$ cat src/rtl/brick_draw.sv
// Brick-field renderer: scans every brick pixel-by-pixel on a go pulse and
// services ball probes that destroy bricks by range-compare hit decode.
module brick_draw #(
  parameter int COLS     = 8,
  parameter int ROWS     = 4,
  parameter int BRICK_W  = 20,
  parameter int BRICK_H  = 5,
  parameter int Y_ORIGIN = 10
) (
  input  logic       clk,
  input  logic       resetn,
  input  logic       go,
  input  logic       hit,
  input  logic [9:0] hit_x,
  input  logic [9:0] hit_y,
  output logic       writeEn,
  output logic [9:0] x_out,
  output logic [9:0] y_out,
  output logic [2:0] colour,
  output logic       busy,
  output logic       done,
  output logic       brick_hit,
  output logic [5:0] bricks_left
);

  localparam int N = ROWS * COLS;
  localparam logic [9:0] PX_LAST  = 10'(BRICK_W - 2);
  localparam logic [9:0] PY_LAST  = 10'(BRICK_H - 2);
  localparam logic [9:0] COL_LAST = 10'(COLS - 1);
  localparam logic [9:0] ROW_LAST = 10'(ROWS - 1);

  typedef enum logic [1:0] {IDLE, DRAW, DONE} state_t;
  state_t state, next_state;

  logic [N-1:0] alive;
  logic [9:0] px, py, col, row, bx, by;
  logic [9:0] px_n, py_n, col_n, row_n, bx_n, by_n;
  logic       last;
  logic       hit_ok;
  logic [31:0] hit_idx;
  logic [31:0] cur_idx;
  logic       cur_alive;

  always_ff @(posedge clk) begin
    if (!resetn) state <= IDLE;
    else         state <= next_state;
  end

  always_comb begin
    next_state = state;
    last = (px == PX_LAST) && (py == PY_LAST) && (col == COL_LAST) && (row == ROW_LAST);
    case (state)
      IDLE:    if (go) next_state = DRAW;
      DRAW:    if (last) next_state = DONE;
      DONE:    next_state = IDLE;
      default: next_state = IDLE;
    endcase
  end

  // Scan counters point at the pixel being presented; bx/by track brick origins
  // incrementally so no multiplier sits on the pixel path.
  always_comb begin
    px_n = px; py_n = py; col_n = col; row_n = row; bx_n = bx; by_n = by;
    if (state == IDLE && go) begin
      px_n = '0; py_n = '0; col_n = '0; row_n = '0; bx_n = '0;
      by_n = 10'(Y_ORIGIN);
    end else if (state == DRAW && !last) begin
      if (px != PX_LAST) begin
        px_n = px + 10'd1;
      end else begin
        px_n = '0;
        if (py != PY_LAST) begin
          py_n = py + 10'd1;
        end else begin
          py_n = '0;
          if (col != COL_LAST) begin
            col_n = col + 10'd1;
            bx_n  = bx + 10'(BRICK_W);
          end else begin
            col_n = '0;
            bx_n  = '0;
            row_n = row + 10'd1;
            by_n  = by + 10'(BRICK_H);
          end
        end
      end
    end
  end

  always_comb begin
    hit_ok  = 1'b0;
    hit_idx = '0;
    for (int unsigned r = 0; r < ROWS; r++) begin
      for (int unsigned c = 0; c < COLS; c++) begin
        if (hit_x >= 10'(c * BRICK_W) && hit_x <= 10'(c * BRICK_W + BRICK_W - 2) &&
            hit_y >= 10'(Y_ORIGIN + r * BRICK_H) &&
            hit_y <= 10'(Y_ORIGIN + r * BRICK_H + BRICK_H - 2) &&
            alive[r * COLS + c]) begin
          hit_ok  = hit;
          hit_idx = 32'(r * COLS + c);
        end
      end
    end
  end

  // Colour follows the live alive bit so a brick cleared mid-scan blanks at once.
  always_comb begin
    cur_idx   = 32'(row) * 32'(COLS) + 32'(col);
    cur_alive = 1'b0;
    for (int unsigned i = 0; i < N; i++) begin
      if (i == cur_idx) cur_alive = alive[i];
    end
    colour = '0;
    if (writeEn && cur_alive) begin
      case (row)
        10'd0:   colour = 3'b100;
        10'd1:   colour = 3'b110;
        10'd2:   colour = 3'b010;
        10'd3:   colour = 3'b011;
        default: colour = 3'b111;
      endcase
    end
  end

  assign done = (state == DONE);

  always_ff @(posedge clk) begin
    if (!resetn) begin
      px <= '0; py <= '0; col <= '0; row <= '0; bx <= '0; by <= '0;
      x_out       <= '0;
      y_out       <= '0;
      writeEn     <= 1'b0;
      busy        <= 1'b0;
      brick_hit   <= 1'b0;
      alive       <= '1;
      bricks_left <= 6'(N);
    end else begin
      px <= px_n; py <= py_n; col <= col_n; row <= row_n; bx <= bx_n; by <= by_n;
      x_out     <= bx_n + px_n;
      y_out     <= by_n + py_n;
      writeEn   <= (next_state == DRAW);
      busy      <= (next_state != IDLE);
      brick_hit <= hit_ok;
      if (hit_ok) begin
        for (int unsigned i = 0; i < N; i++) begin
          if (i == hit_idx) alive[i] <= 1'b0;
        end
        if (bricks_left != '0) bricks_left <= bricks_left - 6'd1;
      end
    end
  end

endmodule
$ cat config.mk
export PLATFORM = sky130hd
export DESIGN_NAME = brick_draw
export DESIGN_NICKNAME = d
export VERILOG_FILES = /design/src/rtl/brick_draw.sv
export SDC_FILE = /design/constraint.sdc
export NUM_CORES = 1
export LEC_CHECK = 0
export ABC_CLOCK_PERIOD_IN_PS = 5600
export CAP_MARGIN = 15
export CORE_MARGIN = 2
export CORE_UTILIZATION = 64
export CTS_CLUSTER_SIZE = 28
export DETAILED_ROUTE_END_ITERATION = 10
export PLACE_DENSITY = 0.86
export SYNTH_ARGS = -nofsm -noshare
export SYNTH_HDL_FRONTEND = slang
export SYNTH_SLANG_ARGS = --single-unit
$ cat constraint.sdc
create_clock -name clk -period 5.6 [get_ports clk]
set_clock_uncertainty 0.15 [all_clocks]
set_input_delay 0.56 -clock clk [delete_from_list [all_inputs] [get_ports clk]]
set_output_delay 0.56 -clock clk [all_outputs]
set_load 0.01 [all_outputs]
==> metrics <==
largest buffer count on any clock path 2; first-pass GRT wire length 32.6 mm; syn avg cell area between 8 and 9 µm²; initial core utilization 65.2%; Pwr Total roughly 2.2 mW; Die Wd 112 µm; top-area cell type share of the netlist area between 30% and 40%; fraction of layout cells with a size suffix above 1 a little over 6%; # Max-Cap Violations 0; Crit. Startpoint col[0]; prevailing post-synth register cell dfxtp_1; grt ovf 0; fin crit share between 80 and 90%; Synth area leader dfxtp_1; Pwr per Cell Area ~250 mW/mm²; synthesized instance count 914; Die ar. roughly 0.012 mm²; crit end category flip-flop; ys async rst share 0%; Max IR drop VDD about 230 µV; commonest cells in the netlist nor2_1, dfxtp_1, nand2_1; DRC 0; Avg WL per Cell roughly 18 µm; crit path max fanout 16; hold slack roughly 330 ps; via count 7146; global placer's final weighted congestion about 0.97; R2R Path Start col[0]; post-route ant nets 0; Final Hold Viols 0; placed insts roughly 1.1k; Sum Neg Setup Slack 0 ps; Setup Crit Path Kind flip-flop to flip-flop; number of hold buffers added after cts 0; Resized Gates After CTS 0; count leader, synth nor2_1; Post-DP HPWL about 14 mm; detailed router's first-iteration violation count 688; Max Fclk roughly 0.22 GHz; CP Launch Type flip-flop; outcome finished, final reports clean; DRT Wirelength between 15 and 20 mm; critical path data arrival time 4790 ps; area growth from synthesis to layout 17.5%; RSZ-0062 raised after global routing no; vias in the first global route about 6.9k; number of synthesized flops with an enable pin 0; Hold Path Class flip-flop to flip-flop; worst slew pin tran just under 900 ps; Worst-Skew Late Latency about 430 ps; cts bufs inserted 17; LEAKAGE between 3 and 4 nW; Max Slew Vio Count 0; hold_sp bx[0]; FF-to-FF path depth 16; Hold EP bx[0]; final core occ 76.6%; drt pass-1 iters 5; IO buf count 56; Max H-tree Level 4; num ports 57; Final Non-Filler Cells approximately 1.1k; via/cell ratio ~6.4; total core area about 0.011 mm²; WHS Path Cells 1; Core Rows 39; die height around 110 µm; Setup Buffers After CTS 0; Yosys cell types approximately 70; All-Layer GR Usage a little under a third; antenna violations before repair 0; Syn Nets roughly 980; largest net degree at the start of global routing 48; Required @ worst endpoint 5770 ps; CTS tree done; FF-to-FF End y_out[9]; Synthesis Warnings 0; clk sink count ~120; Relative slew margins about two fifths; Seq/Total Area, Yosys 33.2%; clk slew on worst S/H paths ~60 ps; synthesized flop and latch total ~120; flop2flop setup slack about 980 ps; n_diodes 0; final setup fails 0; root buf cell clkbuf_16; nets@finish approximately 1k; Tmin final 4620 ps; Post-Syn Area about 0.0074 mm²; synth top area cells dfxtp_1, ha_1, nor2_1, xnor2_1, xor2_1
worst max-delay path: stages, from the launching register on:
cell and delay, ps:
dfxtp_1 360, ha_1 410, nand2_1 200, and3b_1 260, a311oi_2 630, a31oi_1 210
or2_2 340, inv_1 70, ha_1 230, a21o_1 180, a21oi_1 220, o21ai_0 160
a2111oi_0 470, nor3_1 160, a31oi_1 240, xnor2_1 150, nor2_1 60
logic make-up after synthesis:
| family | count (synthesis) | synth area share (%) |
|---|---|---|
| adders and majority gates | 43 | 7.56 |
| and+or+nand+nor | 404 | 27.8 |
| AOI/OAI and AO/OA | 209 | 20.2 |
| DFF | 123 | 33.2 |
| buffers and inverters | 72 | 3.65 |
| xor gates and xnor gates | 57 | 6.73 |
| muxes | 6 | 0.844 |
final cells by class:
cell class	instances	area [µm²]
well taps	143	179
inverters	38	143
flip-flops and latches	123	2460
fillers	842	2660
multi-input cells	719	4680
repair buffers	62	606
clock buffers	17	425
clock inverters	15	213
metal layers:
metal  up-vias  wire, µm  track usage (%)
met4         0       605             15.8
met3        58      1490             5.82
li1       3422         -                -
met5         -         0                0
met1      3327      8470             40.2
met2       339      9400             53.0
where the power goes:
part	internal (mW)	switching [mW]
registers	0.881	0.00405
logic	0.0506	0.0792
clock network	0.751	0.435
total	1.68	0.518
state kept, by name, indices dropped and copies added (netlist names), 2 cells and up:
register,flops
by,10
py,10
bricks_left,6
bx,10
alive,32
row,10
y_out,10
x_out,10
col,10
state,2
px,10
placed cells by master, fill, tap and decap left out, types with 22 or more instances in the layout:
cell	netlist	routed
a21oi_1	46	46
nor2_1	131	131
nand2_1	62	62
nand4_1	22	22
ha_1	40	40
nand3_1	30	30
a2bb2oi_1	26	26
inv_1	38	37
xnor2_1	30	30
o21ai_0	29	29
nor3_1	37	37
xor2_1	27	27
dfxtp_1	123	123
clkdlybuf4s50_1	0	56
through the flow:
stage / worst slack (ps) / area [µm²]
6_report: 976 / 8710
5_1_grt: 605 / 8710
4_1_cts: 1020 / 8710
3_5_place_dp: 1250 / 8070
3_3_place_gp: 1380 / 8070
2_1_floorplan: 1760 / 7410
worst max path at each step:
stage	endpoint	slack, ps	cells past startpoint
global route	y_out[9]	610	17
floorplan	y_out[9]	1760	17
detailed placement	y_out[9]	1250	16
global placement	y_out[9]	1380	16
finish	y_out[9]	980	16
CTS	colour[2]	1020	11
(Power assumes the default switching activity.)
